<file path="src/rtl/fetch_inst_queue_if.sv">
// Handshake bundle between IF2, the instruction queue and the ID stage.
// master = fetch/decode side driving lanes and dequeue count, slave = the queue.
interface fetch_inst_queue_if #(
  parameter int unsigned DEPTH   = 16,
  parameter int unsigned FETCH_W = 2,
  parameter int unsigned ISSUE_W = 2,
  parameter int unsigned DW      = 32
);
  logic                           flush;
  logic [FETCH_W-1:0]             i_valid;
  logic [FETCH_W*DW-1:0]          i_pc;
  logic [FETCH_W*DW-1:0]          i_ir;
  logic [$clog2(ISSUE_W+1)-1:0]   i_deq_num;
  logic                           o_full;
  logic [ISSUE_W-1:0]             o_valid;
  logic [ISSUE_W*DW-1:0]          o_pc;
  logic [ISSUE_W*DW-1:0]          o_ir;
  logic [$clog2(DEPTH+1)-1:0]     o_count;

  modport master (
    output flush, i_valid, i_pc, i_ir, i_deq_num,
    input  o_full, o_valid, o_pc, o_ir, o_count
  );

  modport slave (
    input  flush, i_valid, i_pc, i_ir, i_deq_num,
    output o_full, o_valid, o_pc, o_ir, o_count
  );
endinterface

</file>
<file path="src/rtl/fetch_inst_queue.sv">
// Circular instruction queue between IF2 and ID: compacts FETCH_W valid lanes on entry,
// presents up to ISSUE_W head entries, dequeues a variable count, flushes on redirect.
module fetch_inst_queue #(
  parameter int unsigned DEPTH   = 16,
  parameter int unsigned FETCH_W = 2,
  parameter int unsigned ISSUE_W = 2,
  parameter int unsigned DW      = 32
) (
  input logic                clk,
  input logic                rst,
  fetch_inst_queue_if.slave  bus
);
  localparam int unsigned PW = $clog2(DEPTH);
  localparam int unsigned CW = $clog2(DEPTH + 1);

  logic [DW-1:0] pc_mem_q [DEPTH];
  logic [DW-1:0] pc_mem_d [DEPTH];
  logic [DW-1:0] ir_mem_q [DEPTH];
  logic [DW-1:0] ir_mem_d [DEPTH];

  logic [PW-1:0] rd_ptr_q, rd_ptr_d;
  logic [PW-1:0] wr_ptr_q, wr_ptr_d;
  logic [CW-1:0] count_q, count_d;

  logic          full;
  logic          enq_en;
  logic [CW-1:0] nenq;
  logic [CW-1:0] deq_req;
  logic [CW-1:0] ndeq;
  logic [PW-1:0] rd_slot;

  // Full is judged on registered occupancy only, so fetch never sees a comb path.
  always_comb begin
    full = (CW'(DEPTH) - count_q) < CW'(FETCH_W);
  end

  always_comb begin
    pc_mem_d = pc_mem_q;
    ir_mem_d = ir_mem_q;
    wr_ptr_d = wr_ptr_q;
    nenq     = '0;
    enq_en   = !full && !bus.flush;

    // Valid lanes are packed into consecutive slots; invalid lanes leave no hole.
    for (int k = 0; k < FETCH_W; k++) begin
      if (enq_en && bus.i_valid[k]) begin
        pc_mem_d[wr_ptr_d] = bus.i_pc[k*DW +: DW];
        ir_mem_d[wr_ptr_d] = bus.i_ir[k*DW +: DW];
        wr_ptr_d           = wr_ptr_d + PW'(1);
        nenq               = nenq + CW'(1);
      end
    end

    deq_req = CW'(bus.i_deq_num);
    if (deq_req > CW'(ISSUE_W)) begin
      deq_req = CW'(ISSUE_W);
    end
    ndeq = (deq_req > count_q) ? count_q : deq_req;

    rd_ptr_d = rd_ptr_q + PW'(ndeq);
    count_d  = count_q + nenq - ndeq;

    if (bus.flush) begin
      rd_ptr_d = '0;
      wr_ptr_d = '0;
      count_d  = '0;
    end
  end

  always_ff @(posedge clk) begin
    if (rst) begin
      rd_ptr_q <= '0;
      wr_ptr_q <= '0;
      count_q  <= '0;
    end else begin
      rd_ptr_q <= rd_ptr_d;
      wr_ptr_q <= wr_ptr_d;
      count_q  <= count_d;
    end
  end

  // Storage is deliberately not cleared by reset or flush.
  always_ff @(posedge clk) begin
    if (!rst) begin
      pc_mem_q <= pc_mem_d;
      ir_mem_q <= ir_mem_d;
    end
  end

  always_comb begin
    bus.o_valid = '0;
    bus.o_pc    = '0;
    bus.o_ir    = '0;
    rd_slot     = rd_ptr_q;
    for (int k = 0; k < ISSUE_W; k++) begin
      rd_slot        = rd_ptr_q + PW'(k);
      bus.o_valid[k] = count_q > CW'(k);
      if (bus.o_valid[k]) begin
        bus.o_pc[k*DW +: DW] = pc_mem_q[rd_slot];
        bus.o_ir[k*DW +: DW] = ir_mem_q[rd_slot];
      end
    end
    bus.o_count = count_q;
    bus.o_full  = full;
  end
endmodule

</file>
<file path="src/flat_wrapper.sv">
// flat-port wrapper written by rule: the top's interface ports become plain ports
module fetch_inst_queue_flat 
#(
  parameter int unsigned DEPTH   = 16,
  parameter int unsigned FETCH_W = 2,
  parameter int unsigned ISSUE_W = 2,
  parameter int unsigned DW      = 32
)
  (clk, rst, bus_flush, bus_i_valid, bus_i_pc, bus_i_ir, bus_i_deq_num, bus_o_full, bus_o_valid, bus_o_pc, bus_o_ir, bus_o_count);
  fetch_inst_queue_if #(.DEPTH(DEPTH), .FETCH_W(FETCH_W), .ISSUE_W(ISSUE_W), .DW(DW)) bus_i ();
  input logic clk;
  input logic rst;
  input wire logic [$bits(bus_i.flush)-1:0] bus_flush;
  input wire logic [$bits(bus_i.i_valid)-1:0] bus_i_valid;
  input wire logic [$bits(bus_i.i_pc)-1:0] bus_i_pc;
  input wire logic [$bits(bus_i.i_ir)-1:0] bus_i_ir;
  input wire logic [$bits(bus_i.i_deq_num)-1:0] bus_i_deq_num;
  output wire logic [$bits(bus_i.o_full)-1:0] bus_o_full;
  output wire logic [$bits(bus_i.o_valid)-1:0] bus_o_valid;
  output wire logic [$bits(bus_i.o_pc)-1:0] bus_o_pc;
  output wire logic [$bits(bus_i.o_ir)-1:0] bus_o_ir;
  output wire logic [$bits(bus_i.o_count)-1:0] bus_o_count;
  assign bus_i.flush = bus_flush;
  assign bus_i.i_valid = bus_i_valid;
  assign bus_i.i_pc = bus_i_pc;
  assign bus_i.i_ir = bus_i_ir;
  assign bus_i.i_deq_num = bus_i_deq_num;
  assign bus_o_full = bus_i.o_full;
  assign bus_o_valid = bus_i.o_valid;
  assign bus_o_pc = bus_i.o_pc;
  assign bus_o_ir = bus_i.o_ir;
  assign bus_o_count = bus_i.o_count;
  fetch_inst_queue #(.DEPTH(DEPTH), .FETCH_W(FETCH_W), .ISSUE_W(ISSUE_W), .DW(DW)) u_core (.clk(clk), .rst(rst), .bus(bus_i));
endmodule
</file>
<file path="config.mk">
export PLATFORM = sky130hd
export DESIGN_NAME = fetch_inst_queue_flat
export DESIGN_NICKNAME = d
export VERILOG_FILES = /design/src/rtl/fetch_inst_queue_if.sv /design/src/rtl/fetch_inst_queue.sv /design/src/flat_wrapper.sv
export SDC_FILE = /design/constraint.sdc
export NUM_CORES = 2
export LEC_CHECK = 0
export CAP_MARGIN = 20
export CORE_UTILIZATION = 40
export DETAILED_ROUTE_END_ITERATION = 7
export GPL_TIMING_DRIVEN = 0
export REMOVE_ABC_BUFFERS = 1
export SYNTH_ARGS = -nofsm -noshare
export SYNTH_HDL_FRONTEND = slang
export SYNTH_SLANG_ARGS = --single-unit
</file>
<file path="constraint.sdc">
create_clock -name clk -period 30.8 [get_ports clk]
set_input_delay 3.08 -clock clk [delete_from_list [all_inputs] [get_ports clk]]
set_output_delay 3.08 -clock clk [all_outputs]
set_load 0.02 [all_outputs]
</file>
# ---- Yosys cells after proc, flatten, opt, wreduce, memory -nomap -nowiden
# Cells that the tools add are included.
dict set report classes {
  muxes 34
  multipliers 0
  n_reduce_logical 8
  n_bitwise 4
  n_div 0
  n_eq_ne 0
  n_addsub 8
  n_shift 0
  n_lt_le_gt_ge 11
}
# op count
set op_table {}
lappend op_table {{512-bit bitwise mux} 4}
lappend op_table {{512-bit two-way mux} 4}
lappend op_table {{32-bit binary-select mux with 4-bit select} 4}
lappend op_table {{32-bit two-way mux} 14}
lappend op_table {{32-bit demux with 4-bit select} 2}
lappend op_table {{5-bit greater-or-equal comparator, second input constant} 4}
lappend op_table {{4-bit inverter with 5-bit output} 4}
lappend op_table {{4-bit by 1-bit adder with 4-bit output, second input constant} 3}
lappend op_table {{5-bit by 1-bit > comparator with 1-bit output, second input constant} 2}
lappend op_table {{5-bit by 1-bit < comparator with 1-bit output, second input constant} 2}
lappend op_table {{5-bit two-way mux} 2}
lappend op_table {{4-bit two-way mux} 2}
lappend op_table {{5-bit adder} 1}
lappend op_table {{2-bit by 5-bit > comparator with 1-bit output} 1}
lappend op_table {{1-bit logical AND} 5}
lappend op_table {{5-bit by 2-bit < comparator with 1-bit output, second input constant} 1}
lappend op_table {{5-bit subtractor} 1}
lappend op_table {{5-bit subtractor, first input constant} 1}
lappend op_table {{4-bit adder} 1}
lappend op_table {{1-bit by 1-bit adder with 2-bit output, second input constant} 1}
lappend op_table {{2-bit > comparator, second input constant} 1}
lappend op_table {{1-bit zero test} 2}
lappend op_table {{2-bit two-way mux} 1}
lappend op_table {{2-bit OR reduction} 1}
lappend op_table {{1-bit two-way mux} 1}
dict set report word_totals {
  latch_bits 0
  wordCells 100
  mem_count 0
  rom_bits 0
  out_inout_bits 136
  mem_bits_rw 0
  input_bits 135
  regBits 1037
}

# ---- Logic depth before layout (Yosys ltp)
dict set report logic_depth {
  word_depth 13
  ltp_mapped 18
}

# ---- Worst setup path after synthesis
# No wires, ideal clock.
dict set report synth_path {
  kind {input port to flip-flop}
  startpoint {input port rst}
  endpoint {register u_core.ir_mem_q[0] (netlist bit) (enable)}
  t_arrival_ps 22761
  cell_stages 1
  slack_ps 6682
  t_required_ps 29444
  cell_sequence {inv_1}
}
# element line_no
set synth_lines {}
lappend synth_lines {{start: declaration} flat_wrapper.sv:12} ;# input logic rst;
lappend synth_lines {{end signal: assignment} fetch_inst_queue.sv:86} ;# ir_mem_q <= ir_mem_d;
lappend synth_lines {{end: declaration} fetch_inst_queue.sv:18} ;# logic [DW-1:0] ir_mem_q [DEPTH];
# No word-level cell between the ends.

# ---- Worst setup path after layout
dict set report layout_path {
  startpoint {register u_core.rd_ptr_q[1]}
  endpoint {output port bus_o_ir[46]}
}
dict set report layout_between {
  elab_chain_cells 6
}
# element line_no
set layout_rtl {}
lappend layout_rtl {{start: declaration} fetch_inst_queue.sv:21} ;# logic [PW-1:0] rd_ptr_q, rd_ptr_d;
lappend layout_rtl {{start signal: assignment} fetch_inst_queue.sv:76} ;# rd_ptr_q <= rd_ptr_d;
lappend layout_rtl {{4-bit by 1-bit adder with 4-bit output} fetch_inst_queue.sv:96} ;# rd_slot = rd_ptr_q + PW'(k);
lappend layout_rtl {{4-bit inverter with 5-bit output (implied by the code)} fetch_inst_queue.sv:100} ;# bus.o_ir[k*DW +: DW] = ir_mem_q[rd_slot];
lappend layout_rtl {{32-bit binary-select mux with 4-bit select} fetch_inst_queue.sv:100}
lappend layout_rtl {{32-bit two-way mux (implied by the code) (2 in a row)} fetch_inst_queue.sv:100}
lappend layout_rtl {{32-bit two-way mux} fetch_inst_queue.sv:98} ;# if (bus.o_valid[k]) begin
lappend layout_rtl {{end: declaration} flat_wrapper.sv:21} ;# output wire logic [$bits(bus_i.o_ir)-1:0] bus_o_ir;
# Every way passes these cells. The select of a mux whose other input is x is not followed.

==> metrics <==
Synth warnings 0; total CTS buffers 117; Post-Place Cells 7,499; Fill cells 15,600; Max FO, Critical Path 46; Min-Delay Path Class reg -> reg; Max H-tree Level 3; r2r setup slk 25.24 ns; Port Buffers 270; Post-Synth XOR/XNOR Area 0.00122; Seq pwr share 0.347; # resized after CTS 0; I/O Pins 271; count of state elements after synthesis 1,037; Placer Congestion 0.756; met2 routed WL 113,000 microns; Max Root-Sink Buffers 3; largest net degree at the start of global routing 115; Nets 5,425; Seq/Total Area, Yosys 0.431; leakage power 27.3 nW; Switch Pwr 1.81 mW; Post-Place Cell Area 79,600 sq um; endpoints failing setup 0; GRT Total Usage 0.262; total wire length 243,000 microns; M1 WL 104,000 microns; WP data arrival 5.98 ns; Peak VDD IR 0.0000620 V; Hold Crit Endpoint u_core.wr_ptr_q[3]; RSZ-0062 raised after global routing false; worst r2r dst u_core.pc_mem_q[45]; via count 48,800; post-synthesis async set-or-reset flop share 0; fin crit period 9.06 ns; Cell Area, Synth 71,900 sq um; clock root buffer clkbuf_16; final hold vios 0; Clock Latency Late Sink 0.76 ns; multi-input combinational cell area 38,500 sq um; Final ANT Viol Nets 0; antenna violations before repair 32; mux contribution to synthesized area 0.428; Netlist cell types 56; WP data required 27.72 ns; Cell Rows 155; critical path type reg -> out; Clock Power Share 0.264; share of cells above drive strength 1 0.372; Sw Ratio 0.343; Simple-Gate Fraction of Synth Area 0.0446; die area 181,000 sq um; commonest register cell after synthesis edfxtp_1; clock transition at the registers of the reported paths 0.06 ns; complex-gate fraction of the synthesized area 0.0524; Hold Crit Depth 2; fin. max-slew vios 0; Hold Startpoint u_core.wr_ptr_q[3]; first-pass GRT wire length 347,000 microns; Final Non-Filler Cells 7,728; largest family of logic cells by synthesized area multiplexers; detailed-route DRC error count 0; Final HPWL DP 151,000 microns; CTS sink cnt 1,037; Design Area, Final 83,200 sq um; initial core utilization 0.403; count of hold-fix buffers inserted at cts 0; Final Cycle Share 0.294; internal power 3.47 mW; Area contributors post-synth edfxtp_1 43%, mux4_2 18%, mux2_2 14%; Syn Area/Cell 13.7 sq um; core area 178,000 sq um; DRT iter0 DRCs 5,755; CTS tree built; clock skew 0.0325 ns; Synth Instances 5,258; Remaining Overflow, GRT 0; combinational share of power 0.389; met3 WL 19,700 microns; Avg WL per Cell 31.5 microns; register area 31,000 sq um; outcome completed; Post-CTS Setup Bufs 0; routed vias/inst 6.31; power density cells 63.4 nW/um^2; uppermost routed layer met5; Slew @ Worst Pin 1.03 ns; die width 426 microns; vias in the first global route 47,100; Setup WS pre-CTS 22.43 ns; Setup WS post-layout 21.74 ns; number of flops mapped to enable cells by yosys 1,024; max-capacitance violation count 0; Die H 426 microns; Rel. slew slack 0.311; cell depth of the worst flop-to-flop path 17; Synth top area share 0.428; Pre-Repair DR Iteration Count 6; crit end category output pin; f_max 110 MHz; reg-to-reg startpoint u_core.bus.o_count[1]; Critical Path Source Type flip-flop; Synth Area in Adders 0.00484; Area growth, synth to finish 15.8%; largest area contributor in the netlist edfxtp_1
[per-layer routing]
layer,vias up,track usage
met3,361,0.0425
met5,-,0
met2,2352,0.408
li1,20700,-
met1,25300,0.374
met4,26,0.0815
[cells in the mapped netlist, types with 3 or more instances]
cell type / instances
mux2_2: 883
mux4_2: 576
inv_1: 23
a21o_1: 3
buf_2: 137
nor2b_1: 69
edfxtp_1: 1024
nor3_1: 3
nand2_1: 11
ha_1: 23
fa_1: 3
and2_1: 69
dfxtp_1: 13
a211oi_1: 128
buf_4: 31
buf_6: 14
xnor2_1: 4
o2111ai_1: 8
nand3_4: 4
mux2_1: 21
nor2_1: 527
nand2b_1: 4
a21oi_1: 517
and3_1: 13
mux2i_1: 581
or3_1: 3
xor2_1: 6
nor3b_1: 3
mux2_4: 120
nand3_1: 3
buf_1: 57
clkbuf_1: 350
[power groups by stage]
stage	clock network (mW)	logic, mW	registers [mW]
2_1_floorplan	0	1.48	1.92
3_3_place_gp	0	2.46	2.03
3_5_place_dp	0	2.05	1.86
4_1_cts	1.42	2.06	1.83
5_1_grt	1.47	2.16	1.85
6_report	1.40	2.05	1.83
[state kept, by name (all words and copies together) (netlist names)]
| register | flops |
|---|---|
| u_core.rd_ptr_q | 4 |
| u_core.bus.o_count | 5 |
| u_core.pc_mem_q | 512 |
| u_core.wr_ptr_q | 4 |
| u_core.ir_mem_q | 512 |
[cell type report]
type / instances / share of cell area
multi-input combinational: 3607 / 0.462
sequential: 1037 / 0.373
timing repair buffer: 476 / 0.0842
clock buffer: 144 / 0.0366
tap: 2355 / 0.0354
clock inverter: 72 / 0.00705
inverter: 25 / 0.00128
antenna: 12 / 0.000361
[stage by stage]
step	hold WS (ns)	total power [mW]	util	TNS, ns
2_1_floorplan	0.536	3.41	-	0
3_3_place_gp	0.594	4.49	0.420	-6034.41
3_5_place_dp	0.635	3.91	0.446	0
4_1_cts	0.650	5.31	0.466	0
5_1_grt	0.700	5.47	0.467	0
6_report	0.669	5.28	0.467	0
[kinds of logic after synthesis]
kind of cell | count (synthesis)
flip-flops | 1037
buffers and inverters | 614
XOR/XNOR | 10
adder cells (fa/ha/maj) | 26
other | 1
AND/OR/NAND/NOR | 718
multiplexers | 2181
AO/OA/AOI/OAI | 671
[worst max-delay path by stage]
stage                       startpoint      endpoint
floorplan           u_core.rd_ptr_q[0]  bus_o_ir[32]
global placement    u_core.rd_ptr_q[0]  bus_o_pc[44]
detailed placement  u_core.rd_ptr_q[1]  bus_o_pc[63]
CTS                 u_core.rd_ptr_q[1]  bus_o_ir[46]
global route        u_core.rd_ptr_q[1]  bus_o_ir[46]
finish              u_core.rd_ptr_q[1]  bus_o_ir[46]
[worst max-delay path: stages, from the launching register on]
cell and delay (ns):
dfxtp_4 0.82, buf_16 0.34, buf_16 0.36, buf_16 0.33
ha_4 0.66, buf_16 0.38, buf_16 0.31, mux4_2 0.28
nor2b_1 0.14, a211oi_1 0.07, a211oi_1 0.68, clkdlybuf4s50_1 0.74
[layout by cell type, fill, tap and decap left out, types with 68 or more instances in the layout]
cell type and instances:
a21oi_1 517, mux4_2 576, mux2i_1 581, buf_16 98, a211oi_1 128, nor2_1 527
and2_1 69, clkdlybuf4s50_1 270, clkbuf_16 118, edfxtp_1 1024, mux2_2 883, mux2_4 120
nor2b_1 68
(Power assumes the default switching activity.)
